### src/rtl/reg_bank_arbiter.sv
// Shares a bank of FunSel/I/E registers between two requesters, expanding inc/dec into bursts.
// Define REG_ARB_RR_EN for round-robin arbitration; otherwise requester 0 has fixed priority.
module reg_bank_arbiter #(
  parameter int NREGS = 4,
  parameter int WIDTH = 16,
  parameter int SELW  = 2
) (
  input  logic             Clock,
  input  logic             Reset,
  input  logic             Req0Valid,
  input  logic [SELW-1:0]  Req0Sel,
  input  logic [2:0]       Req0FunSel,
  input  logic [WIDTH-1:0] Req0Data,
  input  logic [3:0]       Req0Count,
  output logic             Req0Ack,
  input  logic             Req1Valid,
  input  logic [SELW-1:0]  Req1Sel,
  input  logic [2:0]       Req1FunSel,
  input  logic [WIDTH-1:0] Req1Data,
  input  logic [3:0]       Req1Count,
  output logic             Req1Ack,
  output logic [2:0]       FunSel,
  output logic [WIDTH-1:0] I,
  output logic [NREGS-1:0] E,
  output logic             Busy,
  output logic             Owner,
  output logic             Err
);

  typedef enum logic [0:0] {IDLE = 1'b0, ISSUE = 1'b1} state_t;

  state_t           state_r, state_s;
  logic [3:0]       cnt_r, cnt_s;
  logic             oor_r, oor_s;
  logic [NREGS-1:0] e_s;
  logic [2:0]       fun_s;
  logic [WIDTH-1:0] i_s;
  logic             busy_s, owner_s, ack0_s, ack1_s, err_s;
  logic             win_s;
  logic [SELW-1:0]  wsel_s;
  logic [2:0]       wfun_s;
  logic [WIDTH-1:0] wdata_s;
  logic [3:0]       wload_s;
`ifdef REG_ARB_RR_EN
  logic             rr_ptr_r, rr_ptr_s;
`endif

  function automatic logic in_range_f(input logic [SELW-1:0] s);
    return int'(s) < NREGS;
  endfunction

  function automatic logic [NREGS-1:0] onehot_f(input logic [SELW-1:0] s);
    logic [NREGS-1:0] v;
    v = '0;
    for (int k = 0; k < NREGS; k++) v[k] = (int'(s) == k);
    return v;
  endfunction

  // Winner selection and mux of the winning request fields
  always_comb begin
    win_s = 1'b0;
`ifdef REG_ARB_RR_EN
    if (Req0Valid && Req1Valid) win_s = rr_ptr_r;
    else                        win_s = Req1Valid;
`else
    if (Req0Valid) win_s = 1'b0;
    else           win_s = Req1Valid;
`endif
    wsel_s  = win_s ? Req1Sel    : Req0Sel;
    wfun_s  = win_s ? Req1FunSel : Req0FunSel;
    wdata_s = win_s ? Req1Data   : Req0Data;
    // Only inc/dec codes repeat; everything else is a single beat
    if (wfun_s == 3'b000 || wfun_s == 3'b001) wload_s = win_s ? Req1Count : Req0Count;
    else                                      wload_s = 4'd0;
  end

  // Next-state and next-output logic
  always_comb begin
    state_s = state_r;
    cnt_s   = cnt_r;
    oor_s   = oor_r;
    e_s     = E;
    fun_s   = FunSel;
    i_s     = I;
    busy_s  = Busy;
    owner_s = Owner;
    ack0_s  = 1'b0;
    ack1_s  = 1'b0;
    err_s   = 1'b0;
`ifdef REG_ARB_RR_EN
    rr_ptr_s = rr_ptr_r;
`endif
    case (state_r)
      IDLE: begin
        if (Req0Valid || Req1Valid) begin
          state_s = ISSUE;
          cnt_s   = wload_s;
          oor_s   = ~in_range_f(wsel_s);
          e_s     = onehot_f(wsel_s);
          fun_s   = wfun_s;
          i_s     = wdata_s;
          busy_s  = 1'b1;
          owner_s = win_s;
          ack0_s  = (wload_s == 4'd0) && !win_s;
          ack1_s  = (wload_s == 4'd0) && win_s;
          err_s   = (wload_s == 4'd0) && !in_range_f(wsel_s);
`ifdef REG_ARB_RR_EN
          rr_ptr_s = ~win_s;
`endif
        end else begin
          e_s    = '0;
          busy_s = 1'b0;
        end
      end
      ISSUE: begin
        if (cnt_r == 4'd0) begin
          state_s = IDLE;
          e_s     = '0;
          busy_s  = 1'b0;
        end else begin
          cnt_s  = cnt_r - 4'd1;
          ack0_s = (cnt_r == 4'd1) && !Owner;
          ack1_s = (cnt_r == 4'd1) && Owner;
          err_s  = (cnt_r == 4'd1) && oor_r;
        end
      end
      default: begin
        state_s = IDLE;
        e_s     = '0;
        busy_s  = 1'b0;
      end
    endcase
  end

  // State and registered outputs
  always_ff @(posedge Clock or negedge Reset) begin
    if (!Reset) begin
      state_r <= IDLE;
      cnt_r   <= 4'd0;
      oor_r   <= 1'b0;
      E       <= '0;
      FunSel  <= 3'b000;
      I       <= '0;
      Busy    <= 1'b0;
      Owner   <= 1'b0;
      Req0Ack <= 1'b0;
      Req1Ack <= 1'b0;
      Err     <= 1'b0;
    end else begin
      state_r <= state_s;
      cnt_r   <= cnt_s;
      oor_r   <= oor_s;
      E       <= e_s;
      FunSel  <= fun_s;
      I       <= i_s;
      Busy    <= busy_s;
      Owner   <= owner_s;
      Req0Ack <= ack0_s;
      Req1Ack <= ack1_s;
      Err     <= err_s;
    end
  end

`ifdef REG_ARB_RR_EN
  // Round-robin pointer: points at the requester that lost the last grant
  always_ff @(posedge Clock or negedge Reset) begin
    if (!Reset) rr_ptr_r <= 1'b0;
    else        rr_ptr_r <= rr_ptr_s;
  end
`endif

endmodule
### config.mk
export PLATFORM = sky130hd
export DESIGN_NAME = reg_bank_arbiter
export DESIGN_NICKNAME = d
export VERILOG_FILES = /design/src/rtl/reg_bank_arbiter.sv
export SDC_FILE = /design/constraint.sdc
export NUM_CORES = 1
export LEC_CHECK = 0
export CORE_UTILIZATION = 44
export CTS_CLUSTER_SIZE = 8
export DETAILED_ROUTE_END_ITERATION = 7
export PLACE_DENSITY_LB_ADDON = 0.05
export REMOVE_ABC_BUFFERS = 1
export SYNTH_ARGS = -nofsm -noshare
export SYNTH_HDL_FRONTEND = slang
export SYNTH_SLANG_ARGS = --single-unit
### constraint.sdc
create_clock -name Clock -period 3.58 [get_ports Clock]
set_input_delay 0.716 -clock Clock [delete_from_list [all_inputs] [get_ports Clock]]
set_output_delay 0.716 -clock Clock [all_outputs]
set_load 0.05 [all_outputs]
==> run summary, run 1 <==
Final period utilization - 63.26%
GRT Total Usage - 24.45%
Synthesized area per cell - 9.788 sq um
Vias in the first global route - 1705
FFs w/ async S/R, synth - 100.0%
Fin nets - 308
DRT iter0 DRCs - 116
Largest net degree at the start of global routing - 33
Nature of the critical path endpoint - flip-flop
Worst-case clock skew - 4.861 ps
Final-report hold violation count - 0
Fmax - 441.6 MHz
R2r setup slk - 1730 ps
Cts hold-fix bufs - 0
Detailed placement HPWL - 3.355 mm
Die area - 4147 sq um
Number of synthesis warnings - 0
Worst hold path class - reg -> reg
CTS H-tree depth - 2
Kind of critical path - in -> reg
Post-cts sizing count - 0
# Post-CTS Setup Buffers - 0
Slew Viols, Final - 0
Layout cells sized above 1 - 6.349%
Final min period - 2265 ps
Row cnt - 22
Cell count after synthesis - 175
Leak - 0.001059 uW
Clock latency on the worst-skew pair - 280 ps
Core area - 3689 sq um
Peak VDD IR - 0.0004361 V
Netlist cell types - 37
Min-Delay Startpoint - Busy
Total number of vias - 1697
Initial antenna violation count - 0
IO Pins - 82
Worst Path Max Fanout - 17
Outcome - finished clean
Number of synthesized register bits - 32
Setup violations, final - 0
TritonCTS buffer count - 5
Worst slew margin - 50.32%
Tightest Pin Transition - 745.2 ps
DRT Wirelength - 4.690 mm
Start of the worst register-to-register path - state_r
WP data required - 3770 ps
Die width - 64.40 microns
Worst Hold Path EP - Busy
Clk root buf - clkbuf_8
Crit path DAT - 2460 ps
Worst Setup Start Kind - input pin
Unrepaired setup endpoints after global routing - no
Antenna viol nets, final - 0
Drt drc - 0
Seq/Total Area, Yosys - 46.75%
CTS tree - yes
Most used DFF post-synth - dfrtp_1
Hold Slack - 497.8 ps
Ant diodes - 0
Max-Cap Viols - 0
Die Height - 64.40 microns
First-pass GRT wire length - 7.783 mm
Post-synth EDFFs - 0
Sum Neg Setup Slack - 0 ps
R2R Path End - I[5]
PwrDens - 850.4 nW/um^2
Hold Crit Depth - 2
Drt via density - 5.657
Reg clk slew, reported paths - 70 ps
First-pass iteration count of the detailed router - 4
Area delta synth->final - 52.89%
Syn Std Cell Area - 1713 sq um
CTS Sinks - 32
Placer Congestion - 0.7665
Fin util - 71.00%
PortBufs - 80
Initial Util - 46.44%
Worst R2R Path Depth - 4
Avg WL per Cell - 15.63 microns
Congestion Overflow GR - 0
Longest Clk Path Bufs - 2
## cells by family (layout without fill, tap and decap cells)
| kind of cell | count (synthesis) | in the layout | synth area share [%] |
|---|---|---|---|
| DFF | 32 | 32 | 46.75 |
| AOI/OAI and AO/OA | 79 | 79 | 30.97 |
| other | 1 | 1 | 0.2189 |
| adders and majority gates | 2 | 2 | 1.461 |
| and+or+nand+nor | 34 | 34 | 10.15 |
| muxes | 5 | 5 | 3.725 |
| buffers and inverters | 22 | 99 | 6.720 |
## worst max-delay path by stage
stage,start,end,slack [ps],cells past startpoint
2_1_floorplan,state_r,Req0Ack,1730,3
3_3_place_gp,Req1Valid,I[6],1140,5
3_5_place_dp,Req1Valid,I[3],1000,5
4_1_cts,Req1Valid,I[2],1310,5
5_1_grt,Req1Valid,I[11],1140,5
6_report,Req1Valid,I[2],1320,5
## state kept, by name, indices dropped and copies added (netlist names)
signal	flops
Busy	1
E	4
FunSel	3
I	16
Owner	1
Req0Ack	1
Req1Ack	1
cnt_r	4
state_r	1
## synthesized netlist by cell type (2+ instances only)
master,n,area [sq um]
a22o_1,2,17.52
nand2_1,8,30.03
dfrtp_1,32,800.8
a2bb2oi_1,3,26.28
a21oi_1,3,15.01
buf_2,5,25.02
nor3_1,3,15.01
o21ai_0,26,130.1
ha_1,2,25.02
nor4_1,3,18.77
inv_1,7,26.28
mux2i_1,3,30.03
a22oi_1,37,277.8
nor2_1,10,37.54
buf_4,3,22.52
clkbuf_1,4,15.01
nor2b_1,3,18.77
buf_6,2,22.52
## routing by layer
metal	part of all wire (%)	vias to the layer above	GRT usage [%]	wire length (microns)
met1	43	805	31.63	2019
met5	0	-	0	0
met2	48	79	38.95	2248
li1	-	807	-	-
met4	0.92	0	6.944	43
met3	8.1	6	7.857	378
## critical path: stages
cell and delay (ps):
clkdlybuf4s50_1 680, inv_1 110, nor2_2 570, a22oi_1 150
o21ai_0 220
## placed cells by master, fill, tap and decap left out
master,instances
nand2b_1,1
dfrtp_1,32
mux2i_1,3
nor2b_1,3
o211ai_1,1
clkbuf_8,7
nor4_1,3
nand4b_1,1
nor3_1,3
a22o_1,2
and3_1,1
clkdlybuf4s50_1,80
o22a_1,1
a31oi_1,1
nand3b_1,1
a211o_1,1
a22oi_1,37
o31a_1,1
a21oi_1,3
mux2_2,1
buf_4,5
o21ai_0,26
o21a_1,1
o31ai_1,1
nand3_1,1
ha_1,2
nor2_2,1
mux2i_4,1
a2bb2oi_1,3
conb_1,1
inv_1,7
nand2_1,8
nand2b_4,1
o32ai_1,1
nor2_1,10
## stage by stage
step                      total power [uW]  instance area (sq um)  instances  setup WS [ps]
after global routing                  2358                   2619        300           1136
after global placement                1893                   2522        293           1136
final                                 2227                   2619        300           1315
after CTS                             2237                   2619        300           1306
after floorplan                       1469                   1624        160           1727
after detailed placement              1931                   2522        293           1002
## cell type report
class	count	area (sq um)
fill	298	1070
timing repair buffer	85	838.3
sequential	32	800.8
multi-input combinational	121	797.0
clock buffer	7	96.34
tap	48	60.06
inverter	7	26.28
## power breakdown
part	internal, uW	switching (uW)
Clock	171	131
Combinational	487	768
Sequential	525	144
Total	1180	1040
No activity file was read; power rests on OpenSTA's default activity.
==> run 2: changes to the inputs <==
- CORE_UTILIZATION: 44 -> 37
- clock period: 3.58 -> 1.9 ns (I/O delays scaled with it)
==> run 2 against run 1 <==
Via count is 3.2% higher. Die area increased by 18%. Utilization fell by 9.6 points. Global-route usage is 2.6 points lower. Clock power up 140%. Critical endpoint is now I[2]. Worst hold slack lost 10 ps. Sequential cell count is the same. Critical path type is now reg -> out.
==> run summary, run 2 (synthesis gave the netlist of run 1 again) <==
Initial Util - 38.80% (-7.6 points)
R2r setup slk - 320 ps (-1410 ps)
DRT Wirelength - 5.152 mm (+9.9%)
Fin nets - 320 (+3.9%)
DRT iter0 DRCs - 83 (-28%)
Clock latency on the worst-skew pair - 280 ps (about the same)
Reg clk slew, reported paths - 70 ps (about the same)
Worst slew margin - 66.19% (+16 points)
Largest net degree at the start of global routing - 33 (unchanged)
Worst Path Max Fanout - 3 (-14)
Kind of critical path - reg -> out
Max-Cap Viols - 0 (unchanged)
Commonest non-fill, non-tap cell in the layout - clkdlybuf4s50_1
Slew Viols, Final - 0 (unchanged)
Biggest regs - I (16), E (4), cnt_r (4)
Crit path DAT - 1480 ps (-980 ps)
Hold Crit Depth - 2 (unchanged)
Commonest non-fill, non-tap cells in the layout - clkdlybuf4s50_1, a22oi_1, dfrtp_1, buf_4, o21ai_0
Filler instances - 359 (+20%)
Total number of vias - 1752 (+3.2%)
Ant diodes - 0 (unchanged)
IO Pins - 82 (unchanged)
CTS tree - yes
CTS Sinks - 32 (unchanged)
Vias in the first global route - 1767 (+3.6%)
Drt drc - 0 (unchanged)
CTS H-tree depth - 2 (unchanged)
Nature of the critical path endpoint - output pin
Slowest CP cell - clkdlybuf4s50_1
Detailed placement HPWL - 3.806 mm (+13%)
Congestion Overflow GR - 0 (unchanged)
Leak - 0.001158 uW (+9.3%)
Final period utilization - 97.89%
Avg WL per Cell - 16.25 microns (+4.0%)
Crit-path leading delay family - buffers and inverters
Placed Area - 2580 sq um (+2.3%)
WP data required - 1520 ps (-2250 ps)
Final min period - 1860 ps
Post-route cell area - 2711 sq um (+3.5%)
Core area - 4414 sq um (+20%)
Post-Place Cells - 309 (+5.5%)
Tightest Pin Transition - 505.6 ps (-239.6 ps)
Die Height - 70.04 microns (+8.8%)
Sequential Area - 800.8 sq um (unchanged)
Outcome - finished clean
Antenna viol nets, final - 0 (unchanged)
Unrepaired setup endpoints after global routing - no
GRT Total Usage - 21.90% (-2.6 points)
# Post-CTS Setup Buffers - 0 (unchanged)
PortBufs - 80 (unchanged)
TritonCTS buffer count - 5 (unchanged)
Finished Layout Cells - 317 (+5.7%)
Worst Setup Start Kind - flip-flop
Peak VDD IR - 0.0008159 V (+87%)
Critical path depth - 1 (-4)
Worst-case clock skew - 4.844 ps (-0.01745 ps)
First-pass iteration count of the detailed router - 4 (unchanged)
CP bufs+invs - 1 (-1)
PwrDens - 1601 nW/um^2 (+88%)
Drt via density - 5.527 (-2.3%)
Cell Chain, Critical Path - clkdlybuf4s50_1
Final-report hold violation count - 0 (unchanged)
Row cnt - 24 (+9.1%)
Fmax - 537.7 MHz
Area of the multi-input gates - 797.0 sq um (unchanged)
Setup violations, final - 0 (unchanged)
First-pass GRT wire length - 8.431 mm (+8.3%)
Area delta synth->final - 58.29%
Die width - 70.04 microns (+8.8%)
Clk root buf - clkbuf_8
Number of flip-flops under the largest register name - 16 (unchanged)
Worst R2R Path Depth - 5 (+1)
Placer Congestion - 0.8172 (+6.6%)
Worst hold path class - reg -> reg
Initial antenna violation count - 0 (unchanged)
Top reg by flops - I
Die area - 4906 sq um (+18%)
Longest Clk Path Bufs - 2 (unchanged)
Crit-path max cell delay - 810 ps (+130 ps)
Layout cells sized above 1 - 16.60% (+10 points)
## run 2: path summary, 6_finish.rpt
check / from / end
hold / removal: Busy / Busy
setup reg to reg: cnt_r[0] / cnt_r[1]
hold reg to reg: Busy / Busy
min in group asynchronous: Reset / cnt_r[3]
setup / recovery: I[2] / I[2]
max in group asynchronous: Reset / Owner
## run 2: layout make-up
| class | instances | area share [%] |
|---|---|---|
| Sequential cell | 32 | 29.53 |
| Multi-Input combinational cell | 121 | 29.40 |
| Tap cell | 52 | 2.400 |
| Clock inverter | 1 | 1.108 |
| Clock buffer | 7 | 3.553 |
| Timing Repair Buffer | 97 | 33.04 |
| Inverter | 7 | 0.9691 |
## run 2: where the power goes
group,internal [uW],switching (uW),total (uW),leakage [uW]
Sequential,990,246,1240,0.000372
Clock,463,258,721,0.0000645
Combinational,892,1490,2390,0.000721
Total,2340,2000,4340,0.00116
## run 2: what timing repair did
| item | 4_1_cts | 5_1_grt |
|---|---|---|
| endpoints found under the hold margin | 0 | 0 |
| gates resized for setup | 0 | 2 |
| hold buffers | 0 | 0 |
| setup endpoints to repair | 0 | 2 |
## run 2: routing by layer
layer | vias to the layer above | wire, microns | GRT usage, %
met5 | - | 0 | 0
met4 | 0 | 59 | 7.778
met3 | 6 | 308 | 4.762
met2 | 71 | 2496 | 36.86
met1 | 842 | 2287 | 27.64
li1 | 833 | - | -
## run 2: through the flow
step	setup slack, ps	hold WS (ps)	utilization (%)	total power (uW)	setup TNS [ps]
after floorplan	46.68	84.41	-	2767	0
after global placement	-3.875	466.6	58.45	3561	-3.875
after detailed placement	-51.92	473.5	58.45	3630	-107.4
after CTS	31.30	489.2	61.31	4357	0
after global routing	0.3915	525.3	61.42	4583	0
final	40.06	487.8	61.42	4341	0
## run 2: worst register-to-register path: cells and delay by family (launching register included)
family                     cells  cell delay (ps)
AOI/OAI and AO/OA              3              720
buffers and inverters          1               70
adders and majority gates      1              270
DFF                            1              400
==> run 3: changes to the inputs <==
- CAP_MARGIN: default -> 20
- HOLD_SLACK_MARGIN: default -> 0.05
==> results of run 3 <==
Same layout as run 2: the final DEF is identical, and so are final timing and power.
